File: src/rtl/irq_scheduler.sv
// irq_scheduler: prioritised, nestable interrupt scheduler for the RV32 core.
// Edge-detects the external request lines into a pending set. It redirects the PC to a
// per-source vector when a pending source outranks the running level. On URET it restores
// the PC saved when that level was entered.
//
// Ports:
//   clk, rst_n          core clock, synchronous active-low reset
//   stall               pipeline stalled; blocks take, URET and ie writes
//   irq_in              request lines (index NUM_IRQ-1 is highest priority)
//   pc_next             fall-through PC, saved as EPC on a take
//   is_uret             decoder reports URET
//   csr_ie_we/_set      decoder reports CSRRSI (set=1) / CSRRCI (set=0) on the ie CSR
//   csr_imm0            zimm bit 0 of that CSR instruction
//   redirect            combinational PC override this cycle
//   redirect_pc         vector address (take) or saved EPC (URET)
//   pending, level, ie  architectural state
module irq_scheduler #(
  parameter int unsigned      WIDTH      = 32,
  parameter int unsigned      NUM_IRQ    = 3,
  parameter logic [WIDTH-1:0] VEC_BASE   = 32'h0000_0100,
  parameter logic [WIDTH-1:0] VEC_STRIDE = 32'h0000_0010
) (
  input  logic                           clk,
  input  logic                           rst_n,
  input  logic                           stall,
  input  logic [NUM_IRQ-1:0]             irq_in,
  input  logic [WIDTH-1:0]               pc_next,
  input  logic                           is_uret,
  input  logic                           csr_ie_we,
  input  logic                           csr_ie_set,
  input  logic                           csr_imm0,
  output logic                           redirect,
  output logic [WIDTH-1:0]               redirect_pc,
  output logic [NUM_IRQ-1:0]             pending,
  output logic [$clog2(NUM_IRQ+1)-1:0]   level,
  output logic                           ie
);

  localparam int unsigned LvlW = $clog2(NUM_IRQ + 1);

  logic [NUM_IRQ-1:0] irq_q, irq_d;
  logic [NUM_IRQ-1:0] pending_q, pending_d;
  logic [LvlW-1:0]    level_q, level_d;
  logic [LvlW-1:0]    sp_q, sp_d;
  logic               ie_q, ie_d;
  logic [WIDTH-1:0]   epc_q [NUM_IRQ];
  logic [WIDTH-1:0]   epc_d [NUM_IRQ];
  logic [LvlW-1:0]    lvl_q [NUM_IRQ];
  logic [LvlW-1:0]    lvl_d [NUM_IRQ];

  logic               cand_vld;
  logic [LvlW-1:0]    cand_idx;
  logic [WIDTH-1:0]   top_epc;
  logic [LvlW-1:0]    top_lvl;
  logic               uret_ev, take_ev;
  logic [WIDTH-1:0]   vec_pc;
  logic [NUM_IRQ-1:0] rise;

  // Highest-index pending source whose level (i+1) beats the running level.
  always_comb begin
    cand_vld = 1'b0;
    cand_idx = '0;
    for (int i = 0; i < NUM_IRQ; i++) begin
      if (pending_q[i] && (LvlW'(i) >= level_q)) begin
        cand_vld = 1'b1;
        cand_idx = LvlW'(i);
      end
    end
  end

  // Stack top is the entry just below the stack pointer.
  always_comb begin
    top_epc = '0;
    top_lvl = '0;
    for (int i = 0; i < NUM_IRQ; i++) begin
      if (LvlW'(i + 1) == sp_q) begin
        top_epc = epc_q[i];
        top_lvl = lvl_q[i];
      end
    end
  end

  assign uret_ev = ~stall & is_uret & (level_q != '0);
  assign take_ev = ~stall & ~uret_ev & ie_q & cand_vld;
  assign vec_pc  = VEC_BASE + VEC_STRIDE * WIDTH'(cand_idx);
  assign rise    = irq_in & ~irq_q;

  always_comb begin
    redirect    = 1'b0;
    redirect_pc = '0;
    if (rst_n) begin
      redirect = uret_ev | take_ev;
      if (uret_ev) begin
        redirect_pc = top_epc;
      end else if (take_ev) begin
        redirect_pc = vec_pc;
      end
    end
  end

  always_comb begin
    irq_d     = irq_in;
    pending_d = pending_q;
    level_d   = level_q;
    sp_d      = sp_q;
    ie_d      = ie_q;
    epc_d     = epc_q;
    lvl_d     = lvl_q;

    if (csr_ie_we && !stall && csr_imm0) begin
      ie_d = csr_ie_set;
    end

    if (uret_ev) begin
      level_d = top_lvl;
      sp_d    = sp_q - LvlW'(1);
    end else if (take_ev) begin
      level_d = cand_idx + LvlW'(1);
      sp_d    = sp_q + LvlW'(1);
      for (int i = 0; i < NUM_IRQ; i++) begin
        if (LvlW'(i) == cand_idx) pending_d[i] = 1'b0;
        if (LvlW'(i) == sp_q) begin
          epc_d[i] = pc_next;
          lvl_d[i] = level_q;
        end
      end
    end

    // A new edge on a source being taken keeps it pending.
    pending_d = pending_d | rise;
  end

  always_ff @(posedge clk) begin
    if (!rst_n) begin
      irq_q     <= '0;
      pending_q <= '0;
      level_q   <= '0;
      sp_q      <= '0;
      ie_q      <= 1'b0;
      for (int i = 0; i < NUM_IRQ; i++) begin
        epc_q[i] <= '0;
        lvl_q[i] <= '0;
      end
    end else begin
      irq_q     <= irq_d;
      pending_q <= pending_d;
      level_q   <= level_d;
      sp_q      <= sp_d;
      ie_q      <= ie_d;
      epc_q     <= epc_d;
      lvl_q     <= lvl_d;
    end
  end

  assign pending = pending_q;
  assign level   = level_q;
  assign ie      = ie_q;

endmodule

File: config.mk
export PLATFORM = sky130hd
export DESIGN_NAME = irq_scheduler
export DESIGN_NICKNAME = d
export VERILOG_FILES = /design/src/rtl/irq_scheduler.sv
export SDC_FILE = /design/constraint.sdc
export NUM_CORES = 1
export LEC_CHECK = 0
export ABC_AREA = 1
export ABC_CLOCK_PERIOD_IN_PS = 3200
export BUFFER_PORTS_ARGS = -buffer_cell sky130_fd_sc_hd__buf_2
export CAP_MARGIN = 20
export CORE_MARGIN = 2
export CORE_UTILIZATION = 35
export CTS_CLUSTER_SIZE = 25
export DETAILED_ROUTE_END_ITERATION = 7
export HOLD_SLACK_MARGIN = 0.15
export PLACE_DENSITY_LB_ADDON = 0.08
export SLEW_MARGIN = 25
export SYNTH_ARGS = -nofsm -noshare
export SYNTH_HDL_FRONTEND = slang
export SYNTH_SLANG_ARGS = --single-unit
File: constraint.sdc
create_clock -name clk -period 3.2 [get_ports clk]
set_input_delay 0.32 -clock clk [delete_from_list [all_inputs] [get_ports clk]]
set_output_delay 0.32 -clock clk [all_outputs]
set_load 0.1 [all_outputs]
==> results.py <==
metrics = {
    "sta": {
        "finalMaxSlewViolations": 0,
        "fin_crit_sh": 0.873,
        "fmax_ghz": 0.358,
        "grt_setup_unrepaired": "no",
        "worst_pin_slew_ns": 0.944,
        "fin_setup_tns_ns": 0,
        "hold_slack_ns": 0.173,
        "setup_viol": 0,
        "fin_skew_ns": 0.00922,
        "slew-limit-headroom": 0.371,
        "finalCriticalPeriod_ns": 2.79,
        "setup_ws_ns": 0.405,
        "hold_viol": 0,
    },
    "floorplanning": {
        "rows": 46,
        "coreArea_um2": 15800,
        "num_io_pins": 81,
        "die_y_um": 131,
        "initial_core_util": 0.356,
        "die_area_um2": 17100,
        "chipWidth_um": 131,
    },
    "cts": {
        "clk_latency_ns": 0.41,
        "cts_sinks": 113,
        "path_clk_slew_ns": 0.06,
        "cts_made_buffers": 17,
        "clk_path_buf_depth": 2,
        "hold_buffers": 3,
        "ctsResizeCount": 0,
        "cts_tree": "yes",
        "cts-root-buf": "clkbuf_16",
        "ctsHtreeMaxLevel": 4,
        "cts_setup_buffers": 0,
    },
    "pwr": {
        "ir_drop_uv": 349,
        "p_leak_nw": 3.65,
        "fin_total_pwr_w": 0.00363,
        "p_per_area_nw_per_um2": 500,
    },
    "global_routing": {
        "antenna_found_initial": 0,
        "grt_pass1_vias": 4848,
        "gr-usage-all-layers": 0.178,
        "grt-ovfl-total": 0,
        "grt-busiest-layer": "met2",
        "grt_max_degree": 85,
        "grt_pass1_wl_um": 23700,
        "use_met1": 0.235,
        "met2_usage": 0.294,
        "grt_use_met3": 0.0448,
    },
    "detailed_routing": {
        "ant_nets": 0,
        "routed_wl_um": 14400,
        "drtIter0Drc": 323,
        "routedWlPerCell_um": 12.1,
        "vias": 5181,
        "firstDrtPassIters": 4,
        "via_per_inst": 4.35,
        "drc_errors": 0,
    },
    "yosys": {
        "syn-num-nets": 948,
        "yosys_warnings": 0,
        "yosysSeqAreaShare": 0.403,
        "syn_area_um2": 5610,
        "synth.distinct_cells": 23,
        "synth_edf_count": 0,
        "syn_inst": 902,
        "syn_area_per_cell_um2": 6.22,
        "ys_ff_latch": 113,
        "synth-async-reset-ratio": 0,
        "synth_flop_cell": "dfxtp_1",
    },
    "min_path": {
        "whs_path_depth": 3,
        "hold_path_end": "epc_q[46]$_SDFFE_PN0P_",
        "hold_start": "pc_next[14]",
        "min_path_type": "input port to flip-flop",
    },
    "placed_design": {
        "hpwlAfterDp_um": 9040,
        "place_congestion": 0.701,
        "pre_cts_ws_ns": 0.795,
        "post-place-cells": 1157,
        "io_buffer_count": 80,
    },
    "cells_and_area": {
        "drive_gt1_frac": 0.156,
        "finalNonFillerCells": 1192,
        "multi_input_comb_area_um2": 2650,
        "antenna_cells": 0,
        "final_nets": 1009,
        "syn_to_final_growth_pct": 29.3,
        "ff_latch_area_um2": 2260,
        "fill_cells": 1672,
    },
    "outcome": {
        "status": "completed",
    },
    "critical_path": {
        "cp-start-kind": "flip-flop",
        "rrSetupSlack_ns": 0.96,
        "worst_ep_required_time_ns": 2.88,
        "worstSetupStartpoint": "level[0]$_SDFFE_PN0P_",
        "end_kind": "output pin",
        "arrival_ns": 2.47,
        "critPathMaxFanout": 15,
        "crit_type": "flip-flop to output pin",
        "r2r_start": "sp_q[0]$_SDFFE_PN0P_",
        "r2r-end": "epc_q[17]$_SDFFE_PN0P_",
        "reg2regPathDepth": 6,
    },
    "job": {
        "maxCapViolCount": 0,
    },
}
cell usage in the layout, fill, tap and decap left out, drive strengths merged:
cell type,netlist,routed
o22ai,28,28
inv,123,123
bufinv,0,2
o211ai,1,1
dfxtp,113,113
nand2,238,238
clkbuf,24,28
clkinv,0,2
a21boi,1,1
nand3,16,16
dlygate4sd3,0,3
nand4,1,1
o21ai,36,36
nor3,27,27
buf,31,94
a22oi,3,3
ha,4,4
nor2,245,245
a21oi,11,11
logic make-up after synthesis:
logic type | synth area share
AO/OA/AOI/OAI | 0.0798
AND/OR/NAND/NOR | 0.373
adder cells (fa/ha/maj) | 0.00891
flip-flops | 0.403
buffers and inverters | 0.135
state kept, by name (all words and copies together) (netlist names):
signal and count:
level 2, epc_q 96, ie 1, sp_q 2
lvl_q 6, irq_q 3, pending 3
cell type report:
cell class,count,share of cell area
Clock buffer,28,0.0726
Inverter,123,0.0636
Clock inverter,4,0.00966
Sequential cell,113,0.312
Timing Repair Buffer,97,0.140
Multi-Input combinational cell,611,0.365
Tap cell,216,0.0372
metal layers:
| layer | share of wire | vias up |
|---|---|---|
| met5 | 0 | - |
| met4 | 0.0055 | 0 |
| met3 | 0.037 | 6 |
| met2 | 0.46 | 97 |
| met1 | 0.50 | 2240 |
| li1 | - | 2838 |
critical path, cell delays in order, from the launching register on:
cell     delay, ns
dfxtp_1       0.48
nor2_2        0.10
inv_1         0.06
nand2_1       0.06
inv_1         0.10
nand2_1       0.46
buf_4         0.40
nor2_2        0.19
buf_12        0.19
power breakdown:
part / internal [W] / switching (W) / total (W) / leakage [nW]
Clock: 0.00127 / 0.000622 / 0.00189 / 0.295
Combinational: 0.0000771 / 0.000212 / 0.000289 / 2.44
Sequential: 0.00144 / 0.0000146 / 0.00145 / 0.913
per-stage QoR:
stage,area (µm²),utilization
final,7260,0.460
after global routing,7260,0.460
after CTS,7260,0.460
after detailed placement,6630,0.420
after global placement,6630,0.420
after floorplan,5670,-
cells in the mapped netlist (4+ instances only):
master	n	area, µm²
nor2_1	242	908
nand2_1	236	886
inv_1	123	462
dfxtp_1	113	2260
o21ai_0	36	180
o22ai_1	28	175
nor3_1	27	135
clkbuf_1	24	90.1
buf_2	18	90.1
nand3_1	12	60.1
a21oi_1	11	55.1
buf_6	9	101
buf_1	4	15.0
ha_1	4	50.1
worst max path at each step:
stage,end,slack (ns),cells after the start
6_report,redirect_pc[25],0.41,8
5_1_grt,redirect_pc[25],0.19,8
4_1_cts,redirect_pc[25],0.32,8
3_5_place_dp,redirect_pc[25],0.80,8
3_3_place_gp,redirect_pc[25],0.77,8
2_1_floorplan,redirect_pc[5],-0.23,7
Note: power is estimated with default switching activity, not from simulation.
